==> config.mk <==
export PLATFORM = sky130hd
export DESIGN_NAME = stream_mux_rr
export DESIGN_NICKNAME = d
export VERILOG_FILES = /design/src/rtl/stream_mux_pkg.sv /design/src/rtl/rr_arbiter.sv /design/src/rtl/stream_mux_rr.sv
export SDC_FILE = /design/constraint.sdc
export NUM_CORES = 1
export LEC_CHECK = 0
export CORE_MARGIN = 4
export CORE_UTILIZATION = 36
export CTS_BUF_LIST = sky130_fd_sc_hd__clkbuf_4
export CTS_CLUSTER_DIAMETER = 100
export DETAILED_ROUTE_END_ITERATION = 8
export PLACE_DENSITY = 0.78
export SLEW_MARGIN = 20
export SYNTH_ARGS = -nofsm -noshare
export SYNTH_HDL_FRONTEND = slang
export SYNTH_SLANG_ARGS = --single-unit
==> constraint.sdc <==
create_clock -name clk -period 3.7 [get_ports clk]
set_input_delay 0.555 -clock clk [delete_from_list [all_inputs] [get_ports clk]]
set_output_delay 0.555 -clock clk [all_outputs]
set_load 0.01 [all_outputs]
==> src/rtl/stream_mux_pkg.sv <==
`default_nettype none
// ============================================================================
//  Module   : stream_mux_pkg
//  Purpose  : Shared types and index helpers for the stream_mux_rr channel
//             selector (round-robin search, one-hot to index conversion).
//  Contents : arb_mode_e      - arbitration mode encoding of the mode input
//             MAX_CHANNELS    - widest request vector the helpers accept
//             rr_next()       - first set request at or above a pointer,
//                               wrapping at n
//             onehot_to_idx() - index of the set bit of a one-hot vector
//  Revision : 1.0 - initial release
// ============================================================================
package stream_mux_pkg;

    localparam int MAX_CHANNELS = 64;

    typedef logic [MAX_CHANNELS-1:0] chan_vec_t;

    typedef enum logic {
        ARB_RR    = 1'b0,
        ARB_FIXED = 1'b1
    } arb_mode_e;

    // Scan n request bits starting at ptr, wrapping to 0 after n-1. Returns
    // the first requester found, or 0 when nothing requests (callers qualify
    // the result with the OR of the request vector).
    function automatic int rr_next(input chan_vec_t req, input int ptr, input int n);
        int        res;
        int        idx;
        logic      found;
        chan_vec_t shifted;
        res   = 0;
        found = 1'b0;
        for (int k = 0; k < MAX_CHANNELS; k++) begin
            if (k < n) begin
                idx = ptr + k;
                if (idx >= n) begin
                    idx = idx - n;
                end
                shifted = req >> idx;
                if (!found && shifted[0]) begin
                    res   = idx;
                    found = 1'b1;
                end
            end
        end
        return res;
    endfunction

    // OR-reduction encoder: valid for one-hot or all-zero inputs.
    function automatic int onehot_to_idx(input chan_vec_t oh);
        int res;
        res = 0;
        for (int i = 0; i < MAX_CHANNELS; i++) begin
            if (oh[i]) begin
                res = res | i;
            end
        end
        return res;
    endfunction

endpackage
`default_nettype wire

==> src/rtl/rr_arbiter.sv <==
`default_nettype none
// ============================================================================
//  Module   : rr_arbiter
//  Purpose  : Combinational round-robin arbiter. Grants the first requesting
//             channel at or above the pointer, wrapping at CHANNELS.
//  Ports    : i_req   [CHANNELS] request vector
//             i_ptr   [SELW]     highest-priority channel this cycle
//             o_grant [CHANNELS] one-hot grant, zero when nothing requests
//             o_idx   [SELW]     index of the granted channel (0 if none)
//  Revision : 1.0 - initial release
// ============================================================================
module rr_arbiter
    import stream_mux_pkg::*;
#(
    parameter int CHANNELS = 4,
    parameter int SELW     = $clog2(CHANNELS)
) (
    input  logic [CHANNELS-1:0] i_req,
    input  logic [SELW-1:0]     i_ptr,
    output logic [CHANNELS-1:0] o_grant,
    output logic [SELW-1:0]     o_idx
);

    int w_pick;

    always_comb begin
        w_pick  = rr_next(chan_vec_t'(i_req), int'(i_ptr), CHANNELS);
        o_grant = '0;
        if (|i_req) begin
            o_grant = CHANNELS'(1) << w_pick;
        end
        o_idx = SELW'(onehot_to_idx(chan_vec_t'(o_grant)));
    end

endmodule
`default_nettype wire

==> src/rtl/stream_mux_rr.sv <==
`default_nettype none
// ============================================================================
//  Module   : stream_mux_rr
//  Purpose  : Registered N-way stream multiplexer with valid/ready handshake.
//             Round-robin (mode=0) or fixed select (mode=1) arbitration, one
//             output register stage, one beat per clock without backpressure.
//  Ports    : clk, reset (async, active high)
//             mode, sel            arbitration control
//             in_data/in_valid/in_last/in_ready   CHANNELS input streams,
//                                  channel i at in_data[i*WIDTH +: WIDTH]
//             out_data/out_chan/out_last/out_valid/out_ready  output stream
//  Config   : STREAM_MUX_PKT_LOCK_EN - when defined, a beat with in_last=0
//             locks the grant to its channel until that channel's in_last=1
//             beat is transferred.
//  Revision : 1.0 - initial release
// ============================================================================
module stream_mux_rr
    import stream_mux_pkg::*;
#(
    parameter  int WIDTH    = 16,
    parameter  int CHANNELS = 4,
    localparam int SELW     = $clog2(CHANNELS)
) (
    input  logic                      clk,
    input  logic                      reset,
    input  logic                      mode,
    input  logic [SELW-1:0]           sel,
    input  logic [CHANNELS*WIDTH-1:0] in_data,
    input  logic [CHANNELS-1:0]       in_valid,
    input  logic [CHANNELS-1:0]       in_last,
    output logic [CHANNELS-1:0]       in_ready,
    output logic [WIDTH-1:0]          out_data,
    output logic [SELW-1:0]           out_chan,
    output logic                      out_last,
    output logic                      out_valid,
    input  logic                      out_ready
);

    logic [WIDTH-1:0]    r_out_data;
    logic [SELW-1:0]     r_out_chan;
    logic                r_out_last;
    logic                r_out_valid;
    logic [SELW-1:0]     r_rr_ptr;

    logic                w_load_en;
    logic [CHANNELS-1:0] w_rr_grant;
    logic [SELW-1:0]     w_rr_idx;
    logic [CHANNELS-1:0] w_grant;
    logic [SELW-1:0]     w_gidx;
    logic [CHANNELS-1:0] w_xfer_vec;
    logic                w_xfer;
    logic                w_xfer_last;
    logic [WIDTH-1:0]    w_sel_data;
    logic [SELW-1:0]     w_next_ptr;
    logic                w_ptr_adv;

`ifdef STREAM_MUX_PKT_LOCK_EN
    logic                r_lock;
    logic [SELW-1:0]     r_lock_chan;
`endif

    rr_arbiter #(
        .CHANNELS (CHANNELS),
        .SELW     (SELW)
    ) u_arb (
        .i_req   (in_valid),
        .i_ptr   (r_rr_ptr),
        .o_grant (w_rr_grant),
        .o_idx   (w_rr_idx)
    );

    // The output register can take a new beat when empty or being drained.
    assign w_load_en = !r_out_valid || out_ready;

    always_comb begin
        w_grant = '0;
        w_gidx  = '0;
        if (mode == ARB_FIXED) begin
            // Out-of-range select (non power-of-two CHANNELS) grants nobody.
            if (int'(sel) < CHANNELS) begin
                w_grant = CHANNELS'(1) << sel;
                w_gidx  = sel;
            end
        end else begin
            w_grant = w_rr_grant;
            w_gidx  = w_rr_idx;
        end
`ifdef STREAM_MUX_PKT_LOCK_EN
        // An open packet owns the output regardless of mode, sel or others.
        if (r_lock) begin
            w_grant = CHANNELS'(1) << r_lock_chan;
            w_gidx  = r_lock_chan;
        end
`endif
    end

    // Gated by reset so no producer sees a handshake while the block is held.
    assign in_ready    = (w_load_en && !reset) ? w_grant : '0;
    assign w_xfer_vec  = in_valid & in_ready;
    assign w_xfer      = |w_xfer_vec;
    assign w_xfer_last = |(w_xfer_vec & in_last);

    always_comb begin
        w_sel_data = '0;
        for (int i = 0; i < CHANNELS; i++) begin
            if (w_grant[i]) begin
                w_sel_data = in_data[i*WIDTH +: WIDTH];
            end
        end
    end

    assign w_next_ptr = (int'(w_gidx) == CHANNELS - 1) ? '0 : w_gidx + 1'b1;

`ifdef STREAM_MUX_PKT_LOCK_EN
    // Pointer moves past a channel only once its packet is complete.
    assign w_ptr_adv = w_xfer && w_xfer_last;
`else
    assign w_ptr_adv = w_xfer;
`endif

    always_ff @(posedge clk or posedge reset) begin
        if (reset) begin
            r_out_data  <= '0;
            r_out_chan  <= '0;
            r_out_last  <= 1'b0;
            r_out_valid <= 1'b0;
            r_rr_ptr    <= '0;
        end else begin
            if (w_xfer) begin
                r_out_data  <= w_sel_data;
                r_out_chan  <= w_gidx;
                r_out_last  <= w_xfer_last;
                r_out_valid <= 1'b1;
            end else if (out_ready) begin
                r_out_valid <= 1'b0;
            end
            if (w_ptr_adv) begin
                r_rr_ptr <= w_next_ptr;
            end
        end
    end

`ifdef STREAM_MUX_PKT_LOCK_EN
    always_ff @(posedge clk or posedge reset) begin
        if (reset) begin
            r_lock      <= 1'b0;
            r_lock_chan <= '0;
        end else if (w_xfer) begin
            if (!w_xfer_last) begin
                r_lock      <= 1'b1;
                r_lock_chan <= w_gidx;
            end else begin
                r_lock      <= 1'b0;
            end
        end
    end
`endif

    assign out_data  = r_out_data;
    assign out_chan  = r_out_chan;
    assign out_last  = r_out_last;
    assign out_valid = r_out_valid;

endmodule
`default_nettype wire

Word-level counts from Yosys, hierarchy flattened --
Cells that the tools add are included. Widths: inputs -> output; s select.
Storage, ports and cells: flip-flop bits (word level) 22, output and inout port bits 24, logic and storage cells 65
Cells by class: add/sub/neg operators 8, $lt $le $gt $ge 4, eq/ne operators 1, shift operators 6, multiplexer cells 25, bitwise gates (word level) 2, reductions and logical operators 14
Operators with widths (count):
- $mux 32 | 8
- $shr 4x32->1 | 4
- $ge 32x4->1 const B | 3
- $sub 32x4->32 const B | 3
- $mux 16 | 4
- $shl 1x32->4 const A | 1
- $mux 4 | 3
- $reduce_or 4->1 | 3
- $and 4x4->4 | 2
- $mux 2 | 4
- $add 2x2->3 const B | 2
- $mux 1 | 6
- $logic_not 1->1 | 5
- $logic_and 1x1->1 | 4
- $shl 1x2->4 const A | 1
- $sub 2x3->4 const B | 1
- $add 2x1->3 const B | 1
- $ge 2x3->1 const B | 1
- $add 2x1->2 const B | 1
- $eq 2x1->1 const B | 1
- $reduce_bool 2->1 | 1
- $logic_or 1x1->1 | 1

Depth between registers and ports, before layout --
word-level depth 21, mapped depth 15, depth with buffers taken out 12

Cells and area by module --
From an unflattened synthesis, not the netlist that was laid out.
Second synthesis, totals: cells, all modules 263, area, all modules 2384.8 um^2
By module, submodules not included:
- stream_mux_rr | instances 1, cells an instance 221, area each 2025.7 um^2, seq. area each 550.5 um^2
- rr_arbiter | instances 1, cells an instance 42, area each 359.1 um^2, seq. area each 0.0 um^2

Least setup slack after synthesis --
OpenSTA, ideal clock, no wires.
path type register to register, start point register r_rr_ptr[1], end point register r_out_chan[0] (netlist: out_chan[0]), setup time 0.125 ns, arrival time 3.470 ns, required time 3.575 ns, setup slack 0.105 ns, cell stages (with the launch flop) 15, path buffers 4, clock period less this slack 3.595 ns, cells stage by stage dfrtp_1 clkbuf_1 inv_1 ha_1 buf_6 mux2_4 and3_4 buf_6 a211o_1 a32oi_2 o32ai_4 a22o_1 o31ai_4 buf_6 mux2_4
Between the ends: cells in the longest elaborated chain, start to end 19
RTL lines:
- start, declared | line stream_mux_rr.sv:43 | logic [SELW-1:0] r_rr_ptr;
- start signal, assigned | line stream_mux_rr.sv:138 | r_rr_ptr <= w_next_ptr;
- parallel branches: the longest is 12 deep, another holds $sub 32x4->32
- $mux 32 (*) | line stream_mux_pkg.sv:41 | if (!found && shifted[0]) begin
- $shl 1x32->4 (*) | line rr_arbiter.sv:30 | o_grant = CHANNELS'(1) << w_pick;
- $mux 4 (*) | line rr_arbiter.sv:29 | if (|i_req) begin
- $mux 4 / $mux 1 (equally long branches) | line stream_mux_rr.sv:78, stream_mux_pkg.sv:55
- $mux 4 / $mux 2 (equally long branches) | line stream_mux_rr.sv:98, stream_mux_pkg.sv:55
- $and 4x4->4 / $mux 2 (equally long branches) | line stream_mux_rr.sv:99, stream_mux_pkg.sv:55
- $reduce_or 4->1 / $mux 2 (equally long branches) | line stream_mux_rr.sv:100, stream_mux_rr.sv:78
- end signal, assigned | line stream_mux_rr.sv:131 | r_out_chan <= w_gidx;
- end, declared | line stream_mux_rr.sv:40 | logic [SELW-1:0] r_out_chan;
Every way passes the cells marked *. A chain may end at the register's enable or synchronous reset.

Final worst setup path --
start point register r_rr_ptr[1], end point register r_out_data[2] (netlist: out_data[2])
Between the ends: cells in the longest elaborated chain, start to end 20
RTL lines:
- parallel branches: the longest is 12 deep, another holds $sub 32x4->32
- $mux 32 (*) | line stream_mux_pkg.sv:41
- $shl 1x32->4 (*) | line rr_arbiter.sv:30
- $mux 4 (*) | line rr_arbiter.sv:29
- $mux 4 (*) | line stream_mux_rr.sv:78 | if (mode == ARB_FIXED) begin
- $mux 16 (4 in series) | line stream_mux_rr.sv:106 | if (w_grant[i]) begin
- end signal, assigned | line stream_mux_rr.sv:130 | r_out_data <= w_sel_data;
- end, declared | line stream_mux_rr.sv:39 | logic [WIDTH-1:0] r_out_data;
Marked as above.

==> metrics.log <==
INFO  metric run_status = finished, final reports clean
INFO  metric num_rows = 25
INFO  metric worst_ep_arrival_time = 3730 ps
INFO  metric design.die.area = 6309 um2
INFO  metric finalHoldViolations = 0
INFO  metric drt-pass1-iter-count = 4
INFO  metric place.port_buffers = roughly 100
INFO  metric ys.warnings.count = 0
INFO  metric max_freq = approximately 280 MHz
INFO  metric drc = 0
INFO  metric max_stage_delay = roughly 370 ps
INFO  metric finalNetCount = 369
INFO  metric share_of_final_layout_standard_cells_stronger_than_drive_strength_1 = 0.1972
INFO  metric skew = 6.048 ps
INFO  metric global_route.overflow_total = 0
INFO  metric globalplace.congestion = between 0.9 and 1
INFO  metric grt_first_pass_wirelength = just over 9 mm
INFO  metric critical_path.startpoint = r_rr_ptr[1]
INFO  metric leakage = between 1 and 1.5 nW
INFO  metric avgViaCountPerCell = between 5 and 6
INFO  metric maxCapViolations = 0
INFO  metric timing.final.max_slew_violations = 0
INFO  metric synth.ff_latch_count = 22
INFO  metric dp_cells = 344
INFO  metric post_synth_main_area_contributors = sky130_fd_sc_hd__dfrtp_1, sky130_fd_sc_hd__mux2_4, sky130_fd_sc_hd__a221o_1
INFO  metric clock_share_of_power = 0.047
INFO  metric pwr-share-comb = 0.771
INFO  metric p_int = around 1.4 mW
INFO  metric antenna_found_initial = 0
INFO  metric power.switching_fraction = 0.3959
INFO  metric antenna_cells = 0
INFO  metric die-height = between 70 and 80 um
INFO  metric grt_start_max_net_pins = 23
INFO  metric floorplan.io_pins = between 100 and 150
INFO  metric drt-initial-drc-count = 60
INFO  metric post-route-util = 0.6418
INFO  metric cts_max_level = 1
INFO  metric crit_type = reg -> reg
INFO  metric detailed_route_wire_length_per_cell = 17.05 um
INFO  metric synth.distinct_cells = 44
INFO  metric clockBufferDepth = 2
INFO  metric cp.required = ~3900 ps
INFO  metric clock_insertion_delay_worst_skew = ~310 ps
INFO  metric synth.largest_area_cell = sky130_fd_sc_hd__dfrtp_1
INFO  metric synth_top_cell_area_share = 0.2997
INFO  metric clock_pin_slew_on_the_worst_setup_and_hold_paths = approximately 120 ps
INFO  metric cp_slowest_cell = sky130_fd_sc_hd__dfrtp_1
INFO  metric min_from = out_data[1]
INFO  metric detailed_place_hpwl = roughly 4.8 mm
INFO  metric holdBufCountCts = 0
INFO  metric finalCritPeriodShare = 0.9562
INFO  metric post_layout_nonfiller_instances = between 300 and 400
INFO  metric sequential_element_share_of_the_synthesized_area = 0.2997
INFO  metric setup.worst_path.start_class = register
INFO  metric most_used_flip_flop_cell_after_synthesis = sky130_fd_sc_hd__dfrtp_1
INFO  metric origin_of_the_critical_flop_to_flop_path = r_rr_ptr[1]
INFO  metric syn2layout_area_growth = 68.32%
INFO  metric layout_common_cells = sky130_fd_sc_hd__clkdlybuf4s50_1, sky130_fd_sc_hd__buf_4, sky130_fd_sc_hd__dfrtp_1
INFO  metric power.sequential.fraction = 0.182
INFO  metric synth-edff-count = 0
INFO  metric core = 4817 um2
INFO  metric drt-total-wl = ~6.0 mm
INFO  metric worst_slew_margin_rel = 0.7581
INFO  metric clock-sinks = 22
INFO  metric die_width = around 79 um
INFO  metric cts-buffers-inserted = 3
INFO  metric synthesis.area = roughly 1800 um2
INFO  metric min-delay-path-class = reg -> reg
INFO  metric fillerInstances = about 420
INFO  metric final_antenna_net_count = 0
INFO  metric critPathCaptureType = register
INFO  metric irDropWorstVdd = between 0.3 and 0.4 mV
INFO  metric postSynthNetCount = 248
INFO  metric crit_fanout = 9
INFO  metric netlist_instances = ~160
INFO  metric synth-async-reset-ratio = 1.000
INFO  metric grt_pass1_vias = 1857
INFO  metric finalWorstPathRequiredPeriod = ~3500 ps
INFO  metric initial_core_util = 0.3813
INFO  metric finalSetupViolations = 0
INFO  metric synth_area_per_cell = approximately 11 um2
INFO  metric crit_path_cell_trace = inv_1, ha_4, mux2_1, a22o_1, a211o_1, a32oi_2, o32ai_4, buf_4, a22o_1, o31ai_4, buf_4, mux2_1
INFO  metric ctsRootBufferMaster = sky130_fd_sc_hd__clkbuf_4
INFO  metric vias_after_detailed_routing = about 1900
INFO  metric power.density = 743.3 nW/um2
INFO  metric globalRouteTotalUtil = 0.1855
INFO  metric tightest_slew = between 300 and 400 ps
INFO  metric cts_tree = done
INFO  metric switching_power = approximately 0.91 mW
INFO  metric grt_setup_unrepaired = false
INFO  metric mostFrequentLayoutCell = sky130_fd_sc_hd__clkdlybuf4s50_1
==> synth_stat cells, drive strengths merged (2+ instances only) <==
cell type  number
nand3           2
inv             6
a21boi          3
a21oi           3
a221o          16
clkbuf          4
dfrtp          22
nand2b          3
and3            4
nor2            9
o211ai          2
ha              6
buf             6
mux2           25
and2            3
o2bb2ai         2
a22o           18
nor4            2
o21bai          2
nand2           9
o32ai           3
==> power groups by stage <==
stage	Clock, mW	Sequential, mW	Combinational (mW)
2_1_floorplan	0	0.479	1.04
3_3_place_gp	0	0.418	1.68
3_5_place_dp	0	0.423	1.70
4_1_cts	0.115	0.419	1.75
5_1_grt	0.126	0.433	1.90
6_report	0.109	0.418	1.77
==> kinds of logic after synthesis <==
family | count (synthesis) | synth area share
and+or+nand+nor | 35 | 0.1029
muxes | 26 | 0.1901
DFF | 22 | 0.2997
buffers and inverters | 16 | 0.05177
adders and majority gates | 6 | 0.04087
AOI/OAI and AO/OA | 59 | 0.3147
==> critical path, delay by kind of cell, from the launching register on <==
family                   cells  cell delay [ps]
AO/OA/AOI/OAI                6             1550
multiplexers                 2              660
buffers and inverters        3              510
flip-flops                   1              370
adder cells (fa/ha/maj)      1              330
==> sequential cells by signal (all words and copies together) (netlist names) <==
register and flops:
out_chan 2, out_data 16, out_last 1, out_valid 1, r_rr_ptr 2
==> through the flow <==
step                      setup TNS [ps]  hold WS, ps  setup WS (ps)  instance area, um2  power (mW)
after floorplan                        0        521.8          105.2                1837       1.516
after global placement            -7.510        473.6         -7.510                3024       2.097
after detailed placement               0        479.5          7.963                3024       2.125
after CTS                              0        508.6          18.24                3074       2.281
after global routing                   0        515.8          26.44                3092       2.463
final                                  0        502.5          162.1                3092       2.298
==> routing by layer <==
layer,vias up,wire (um),GRT usage
li1,905,-,-
met1,887,2487,0.2354
met2,60,3010,0.3230
met3,0,486,0.05079
met4,0,0,0.02062
met5,-,0,0
==> repair_timing <==
item | in CTS | in global routing
gates resized for setup | 7 | 1
endpoints found under the setup margin | 4 | 1
setup buffers | 1 | 2
endpoints found under the hold margin | 0 | 0
pin swaps | 1 | 1
==> path summary, 6_finish.rpt <==
path	slack, ps	cells past startpoint	endpoint
worst min register to register	500	1	out_data[1]
max in group asynchronous	2810	3	out_data[4]
worst max-delay path	160	12	out_data[2]
worst min-delay path	500	1	out_data[1]
worst max register to register	160	12	out_data[2]
min in group asynchronous	660	3	out_data[14]
==> cell type report <==
| cell class | count | area, um2 | share of cell area |
|---|---|---|---|
| clock buffer | 3 | 22.52 | 0.007284 |
| clock inverter | 1 | 3.754 | 0.001214 |
| inverter | 6 | 22.52 | 0.007284 |
| multi-input combinational | 126 | 1211 | 0.3917 |
| sequential | 22 | 550.5 | 0.1781 |
| tap | 67 | 83.83 | 0.02711 |
| timing repair buffer | 126 | 1197 | 0.3873 |
Note: power is estimated with default switching activity, not from simulation.
